--- config.mk ---
export PLATFORM = sky130hd
export DESIGN_NAME = priority_sensor_irq_servicer_flat
export DESIGN_NICKNAME = d
export VERILOG_FILES = /design/src/rtl/priority_sensor_irq_servicer_if.sv /design/src/rtl/priority_sensor_irq_servicer.sv /design/src/flat_wrapper.sv
export SDC_FILE = /design/constraint.sdc
export NUM_CORES = 1
export LEC_CHECK = 0
export ABC_AREA = 0
export ABC_CLOCK_PERIOD_IN_PS = 2390
export BUFFER_PORTS_ARGS = -buffer_cell sky130_fd_sc_hd__clkbuf_2
export CAP_MARGIN = 20
export CORE_UTILIZATION = 53
export CTS_CLUSTER_SIZE = 12
export DETAILED_ROUTE_END_ITERATION = 8
export HOLD_SLACK_MARGIN = 0.06
export PLACE_DENSITY = 0.8
export SYNTH_ARGS = -nofsm -noshare
export SYNTH_HDL_FRONTEND = slang
export SYNTH_SLANG_ARGS = --single-unit
export TNS_END_PERCENT = 30
--- constraint.sdc ---
create_clock -name clk -period 2.39 [get_ports clk]
set_clock_uncertainty 0.1 [all_clocks]
set_input_delay 0.239 -clock clk [delete_from_list [all_inputs] [get_ports clk]]
set_output_delay 0.239 -clock clk [all_outputs]
set_load 0.03 [all_outputs]
--- src/rtl/priority_sensor_irq_servicer_if.sv ---
// Bundle between the sensor interrupt latches, the NI event port and the
// interrupt servicer. The master side is the servicer itself.
interface priority_sensor_irq_servicer_if #(
  parameter int N_SENSORS = 8,
  parameter int ID_W      = 3,
  parameter int TS_W      = 16
);
  logic [N_SENSORS-1:0] irq;
  logic [N_SENSORS-1:0] irq_mask;
  logic [N_SENSORS-1:0] clr;
  logic                 pkt_valid;
  logic                 pkt_ready;
  logic [ID_W-1:0]      pkt_id;
  logic [TS_W-1:0]      pkt_ts;
  logic                 busy;

  modport master (
    input  irq,
    input  irq_mask,
    input  pkt_ready,
    output clr,
    output pkt_valid,
    output pkt_id,
    output pkt_ts,
    output busy
  );

  modport slave (
    output irq,
    output irq_mask,
    output pkt_ready,
    input  clr,
    input  pkt_valid,
    input  pkt_id,
    input  pkt_ts,
    input  busy
  );
endinterface

--- src/rtl/priority_sensor_irq_servicer.sv ---
// Fixed-priority servicer for latched sensor interrupts: picks the lowest
// eligible line, sends an (id, timestamp) record, then clears that latch.
module priority_sensor_irq_servicer #(
  parameter int N_SENSORS = 8,
  parameter int ID_W      = 3,
  parameter int TS_W      = 16
) (
  input logic clk,
  input logic grst,
  priority_sensor_irq_servicer_if.master bus
);

  typedef enum logic [1:0] {
    IDLE  = 2'd0,
    SEND  = 2'd1,
    CLEAR = 2'd2,
    DROP  = 2'd3
  } state_e;

  state_e               state_q, state_d;
  logic [TS_W-1:0]      ts_q;
  logic [ID_W-1:0]      selId_q, selId_d;
  logic [TS_W-1:0]      selTs_q, selTs_d;
  logic [ID_W-1:0]      pickId;
  logic [N_SENSORS-1:0] eligible;
  logic [N_SENSORS-1:0] selOneHot;
  logic                 anyEligible;
  logic                 selIrq;

  always_comb begin
    eligible    = bus.irq & ~bus.irq_mask;
    anyEligible = |eligible;
  end

  // Scanning downward lets the lowest set index overwrite any higher one.
  always_comb begin
    pickId = '0;
    for (int i = N_SENSORS - 1; i >= 0; i--) begin
      if (eligible[i]) pickId = ID_W'(i);
    end
  end

  always_comb begin
    selOneHot = '0;
    for (int i = 0; i < N_SENSORS; i++) begin
      selOneHot[i] = (selId_q == ID_W'(i));
    end
    selIrq = |(bus.irq & selOneHot);
  end

  always_comb begin
    state_d = state_q;
    selId_d = selId_q;
    selTs_d = selTs_q;
    case (state_q)
      IDLE: begin
        if (anyEligible) begin
          selId_d = pickId;
          selTs_d = ts_q;
          state_d = SEND;
        end
      end
      SEND: begin
        if (bus.pkt_ready) state_d = CLEAR;
      end
      CLEAR: begin
        state_d = DROP;
      end
      DROP: begin
        // The raw level is watched here, so a mask cannot end the wait early.
        if (!selIrq) state_d = IDLE;
      end
      default: begin
        state_d = IDLE;
      end
    endcase
  end

  always_comb begin
    bus.pkt_valid = (state_q == SEND);
    bus.pkt_id    = (state_q == SEND) ? selId_q : '0;
    bus.pkt_ts    = (state_q == SEND) ? selTs_q : '0;
    bus.clr       = (state_q == CLEAR) ? selOneHot : '0;
    bus.busy      = (state_q != IDLE);
  end

  always_ff @(posedge clk) begin
    if (grst) begin
      state_q <= IDLE;
      ts_q    <= '0;
      selId_q <= '0;
      selTs_q <= '0;
    end else begin
      state_q <= state_d;
      ts_q    <= ts_q + TS_W'(1);
      selId_q <= selId_d;
      selTs_q <= selTs_d;
    end
  end

endmodule
--- src/flat_wrapper.sv ---
// flat-port wrapper written by rule: the top's interface ports become plain ports
module priority_sensor_irq_servicer_flat 
#(
  parameter int N_SENSORS = 8,
  parameter int ID_W      = 3,
  parameter int TS_W      = 16
)
  (clk, grst, bus_irq, bus_irq_mask, bus_pkt_ready, bus_clr, bus_pkt_valid, bus_pkt_id, bus_pkt_ts, bus_busy);
  priority_sensor_irq_servicer_if #(.N_SENSORS(N_SENSORS), .ID_W(ID_W), .TS_W(TS_W)) bus_i ();
  input logic clk;
  input logic grst;
  input wire logic [$bits(bus_i.irq)-1:0] bus_irq;
  input wire logic [$bits(bus_i.irq_mask)-1:0] bus_irq_mask;
  input wire logic [$bits(bus_i.pkt_ready)-1:0] bus_pkt_ready;
  output wire logic [$bits(bus_i.clr)-1:0] bus_clr;
  output wire logic [$bits(bus_i.pkt_valid)-1:0] bus_pkt_valid;
  output wire logic [$bits(bus_i.pkt_id)-1:0] bus_pkt_id;
  output wire logic [$bits(bus_i.pkt_ts)-1:0] bus_pkt_ts;
  output wire logic [$bits(bus_i.busy)-1:0] bus_busy;
  assign bus_i.irq = bus_irq;
  assign bus_i.irq_mask = bus_irq_mask;
  assign bus_i.pkt_ready = bus_pkt_ready;
  assign bus_clr = bus_i.clr;
  assign bus_pkt_valid = bus_i.pkt_valid;
  assign bus_pkt_id = bus_i.pkt_id;
  assign bus_pkt_ts = bus_i.pkt_ts;
  assign bus_busy = bus_i.busy;
  priority_sensor_irq_servicer #(.N_SENSORS(N_SENSORS), .ID_W(ID_W), .TS_W(TS_W)) u_core (.clk(clk), .grst(grst), .bus(bus_i));
endmodule
==> metrics.txt <==
# TYPE chip_impl_metric gauge
chip_impl_info{name="outcome",value="completed"} 1
chip_impl_metric{name="internal_power",unit="uW"} 1059
chip_impl_metric{name="pwr-share-comb",unit="%"} 35.3
chip_impl_metric{name="worst-endpoint-arrival",unit="ps"} 1670
chip_impl_metric{name="replace_congestion",unit=""} 0.8166
chip_impl_metric{name="tightest_slew",unit="ps"} 706.9
chip_impl_info{name="tritoncts",value="yes"} 1
chip_impl_metric{name="track_usage",unit="%"} 19.49
chip_impl_info{name="r2r_start",value="u_core.selId_q[1]$_SDFFE_PP0P_"} 1
chip_impl_metric{name="power.total",unit="uW"} 1670
chip_impl_info{name="netlist_top_cells_area",value="sky130_fd_sc_hd__dfxtp_1 (39%), sky130_fd_sc_hd__mux2i_1 (8.8%), sky130_fd_sc_hd__nor2_1 (7.8%)"} 1
chip_impl_metric{name="placeableCoreArea",unit="um^2"} 3416
chip_impl_metric{name="power_frac_seq",unit="%"} 42.8
chip_impl_info{name="endpoint_kind",value="primary output"} 1
chip_impl_info{name="timing.critical_path.from",value="u_core.state_q[1]$_SDFFE_PP0P_"} 1
chip_impl_metric{name="finalWirelength",unit="um"} 3605
chip_impl_metric{name="clock_latency",unit="ps"} 330
chip_impl_metric{name="ir_drop",unit="mV"} 0.4111
chip_impl_metric{name="syn_area",unit="um^2"} 1923
chip_impl_metric{name="synthesis.area_per_instance",unit="um^2"} 8.781
chip_impl_metric{name="final_net_count",unit=""} 288
chip_impl_metric{name="switching_share",unit="%"} 36.62
chip_impl_metric{name="viasPerCell",unit=""} 5.093
chip_impl_metric{name="remaining_drc_errors",unit=""} 0
chip_impl_metric{name="timing.final.crit_share",unit="%"} 84.15
chip_impl_metric{name="dr_total_vias",unit=""} 1584
chip_impl_metric{name="yosys.area.top_type_share",unit="%"} 38.52
chip_impl_metric{name="synth-seq-area-share",unit="%"} 38.52
chip_impl_metric{name="cts_buffer_depth",unit=""} 2
chip_impl_metric{name="setup-violations-final",unit=""} 0
chip_impl_metric{name="area.sequential",unit="um^2"} 740.7
chip_impl_metric{name="critical_path_peak_fanout",unit=""} 11
chip_impl_metric{name="cts.sinks",unit=""} 37
chip_impl_info{name="rsz0062_at_grt",value="no"} 1
chip_impl_metric{name="fp-row-count",unit=""} 21
chip_impl_metric{name="firstDrtPassIters",unit=""} 4
chip_impl_metric{name="syn_nets",unit=""} 243
chip_impl_metric{name="fill_cell_total_of_the_finished_layout",unit=""} 317
chip_impl_info{name="timing.rr.end",value="u_core.state_q[0]$_SDFFE_PP0P_"} 1
chip_impl_info{name="timing_worst_setup_path_type",value="flop to primary output"} 1
chip_impl_metric{name="worst-endpoint-required",unit="ps"} 2050
chip_impl_metric{name="net-switching-power",unit="uW"} 611.5
chip_impl_metric{name="dieWidth",unit="um"} 62.24
chip_impl_metric{name="cellPowerDensity",unit="nW/um^2"} 751.1
chip_impl_metric{name="clk_pin_slew_worst_paths",unit="ps"} 110
chip_impl_metric{name="post_route_cells_drive_above_1_share",unit="%"} 25.28
chip_impl_info{name="hold_path.class",value="input pin to flop"} 1
chip_impl_metric{name="hpwlAfterDp",unit="um"} 2668
chip_impl_metric{name="n_antenna_cell",unit=""} 0
chip_impl_metric{name="synth-seq-cells",unit=""} 37
chip_impl_metric{name="final.min_clock_period",unit="ps"} 2011
chip_impl_info{name="timing.critical_path.from_type",value="flop"} 1
chip_impl_metric{name="cts_hold_repair.buffers",unit=""} 0
chip_impl_metric{name="drv.max_cap_violation_count",unit=""} 0
chip_impl_metric{name="max_freq",unit="GHz"} 0.4972
chip_impl_metric{name="buffer_ports.inserted",unit=""} 47
chip_impl_metric{name="fin_hold_ws",unit="ps"} 172.2
chip_impl_metric{name="wire_length_of_the_first_global_routing_pass",unit="um"} 6065
chip_impl_metric{name="areaGrowthSynthToFinish",unit="%"} 15.61
chip_impl_metric{name="dr.first_iter.drc_count",unit=""} 54
chip_impl_metric{name="io_pins",unit=""} 48
chip_impl_info{name="crit_path_end",value="bus_pkt_ts[0]"} 1
chip_impl_metric{name="yosysWarnings",unit=""} 0
chip_impl_metric{name="power.leakage",unit="uW"} 0.001000
chip_impl_metric{name="post-cts-setup-buffer-count",unit=""} 0
chip_impl_info{name="yosysTopAreaCell",value="sky130_fd_sc_hd__dfxtp_1"} 1
chip_impl_metric{name="wire_per_inst",unit="um"} 11.59
chip_impl_metric{name="postRouteAntennaNets",unit=""} 0
chip_impl_metric{name="maxSlewViolCount",unit=""} 0
chip_impl_metric{name="ff2ff_path_depth",unit=""} 5
chip_impl_metric{name="initial_cell_density_of_the_core",unit="%"} 56.30
chip_impl_metric{name="timing_hold_violations_final",unit=""} 0
chip_impl_metric{name="multi_input_comb_area",unit="um^2"} 1086
chip_impl_metric{name="cts_made_buffers",unit=""} 5
chip_impl_metric{name="syn-instance-count",unit=""} 219
chip_impl_metric{name="antenna_found_initial",unit=""} 0
chip_impl_metric{name="reg2reg_setup_slack",unit="ps"} 500
chip_impl_metric{name="clockPowerShare",unit="%"} 22.0
chip_impl_metric{name="grt.overflow.total",unit=""} 0
chip_impl_metric{name="grt_start_max_net_pins",unit=""} 40
chip_impl_metric{name="cts_resized",unit=""} 0
chip_impl_metric{name="die_height",unit="um"} 62.24
chip_impl_metric{name="htree_num_levels",unit=""} 2
chip_impl_metric{name="vias_in_the_first_global_route",unit=""} 1446
chip_impl_info{name="buffer_type_at_the_clock_tree_root",value="sky130_fd_sc_hd__clkbuf_4"} 1
chip_impl_metric{name="setup_tns",unit="ps"} 0
chip_impl_metric{name="synth_cell_type_count",unit=""} 41
chip_impl_metric{name="timing.max_slew.rel_slack",unit="%"} 52.87
chip_impl_metric{name="die_area",unit="um^2"} 3873
## per-layer routing
layer / global-route usage, % / part of all wire (%) / wire length (um)
met1: 22.36 / 46 / 1654
met2: 33.93 / 48 / 1728
met3: 3.309 / 3.7 / 134
met4: 11.34 / 2.5 / 89
met5: 0 / 0 / 0
## logic make-up after synthesis
logic type | synth area share, %
compound gates | 8.329
buf+inv | 5.010
xor+xnor | 5.465
mux | 8.848
flops | 38.52
simple gates | 30.58
fa+ha+maj | 3.253
## synthesized netlist by cell type (all sizes together)
library cell	instances
nor2	40
a21boi	1
ha	5
inv	5
mux2i	17
or3	3
dfxtp	37
a21oi	6
nor4bb	1
or4	1
o32ai	1
dlymetal6s2s	1
a211oi	2
o311ai	1
buf	5
o31a	1
nand3	6
clkbuf	5
o21ai	7
nand2b	5
a41o	1
xor2	8
nand2	9
or2b	4
o211ai	1
nor2b	6
and3	2
nand4	4
o41ai	2
and2	20
nor3	5
and3b	2
xnor2	4
nand3b	1
## per-stage QoR
step	util [%]	instance area (um^2)	setup slack, ps	std cells
2_1_floorplan	-	1923	531.9	219
3_3_place_gp	63.04	2153	433.5	303
3_5_place_dp	63.04	2153	410.0	303
4_1_cts	65.09	2223	338.6	311
5_1_grt	65.09	2223	230.2	311
6_report	65.09	2223	378.9	311
## layout by cell type (no fill, tap or decap), drive strengths merged, types with 3 or more instances in the layout
cell    count
a21oi       6
nand4       4
dfxtp      37
and2       20
xnor2       4
or3         3
nand2       9
or2b        4
inv         5
nand3       6
mux2i      17
o21ai       7
nand2b      5
nor2       40
ha          5
xor2        8
nor2b       6
nor3        5
clkbuf     54
## flip-flops by register name, indices dropped and copies added, names as in the netlist
name / cells
u_core.selTs_q: 16
u_core.state_q: 2
u_core.selId_q: 3
u_core.ts_q: 16
## area by class of cell
type | count | area share (%)
repair buffers | 49 | 11.25
flip-flops and latches | 37 | 33.31
inverters | 5 | 0.8441
clock buffers | 7 | 2.926
multi-input cells | 166 | 48.85
clock inverters | 1 | 0.2251
well taps | 46 | 2.589
## how the worst min path moves through the flow
stage / slack (ps) / cells after the start / start / endpoint
2_1_floorplan: 240 / 1 / grst / u_core.selId_q[0]$_SDFFE_PP0P_
6_report: 170 / 3 / bus_irq_mask[0] / u_core.selId_q[0]$_SDFFE_PP0P_
5_1_grt: 190 / 3 / bus_irq_mask[0] / u_core.selId_q[0]$_SDFFE_PP0P_
3_3_place_gp: 340 / 1 / u_core.ts_q[0]$_SDFF_PP0_ / u_core.ts_q[0]$_SDFF_PP0_
3_5_place_dp: 370 / 1 / u_core.ts_q[0]$_SDFF_PP0_ / u_core.ts_q[0]$_SDFF_PP0_
4_1_cts: 160 / 3 / bus_irq_mask[0] / u_core.selId_q[0]$_SDFFE_PP0P_
## power groups by stage
stage | Clock, uW | Combinational (uW) | Sequential (uW)
detailed placement | 0 | 591 | 728
global placement | 0 | 583 | 728
CTS | 385 | 593 | 714
global route | 406 | 638 | 724
finish | 367 | 589 | 714
floorplan | 0 | 547 | 690
## critical path: stages (launching register included)
cell and delay, ps:
sky130_fd_sc_hd__dfxtp_1 340, sky130_fd_sc_hd__inv_1 90, sky130_fd_sc_hd__ha_1 350, sky130_fd_sc_hd__buf_4 230
sky130_fd_sc_hd__and2_1 130, sky130_fd_sc_hd__clkbuf_2 200
No activity file was read; power rests on OpenSTA's default activity.
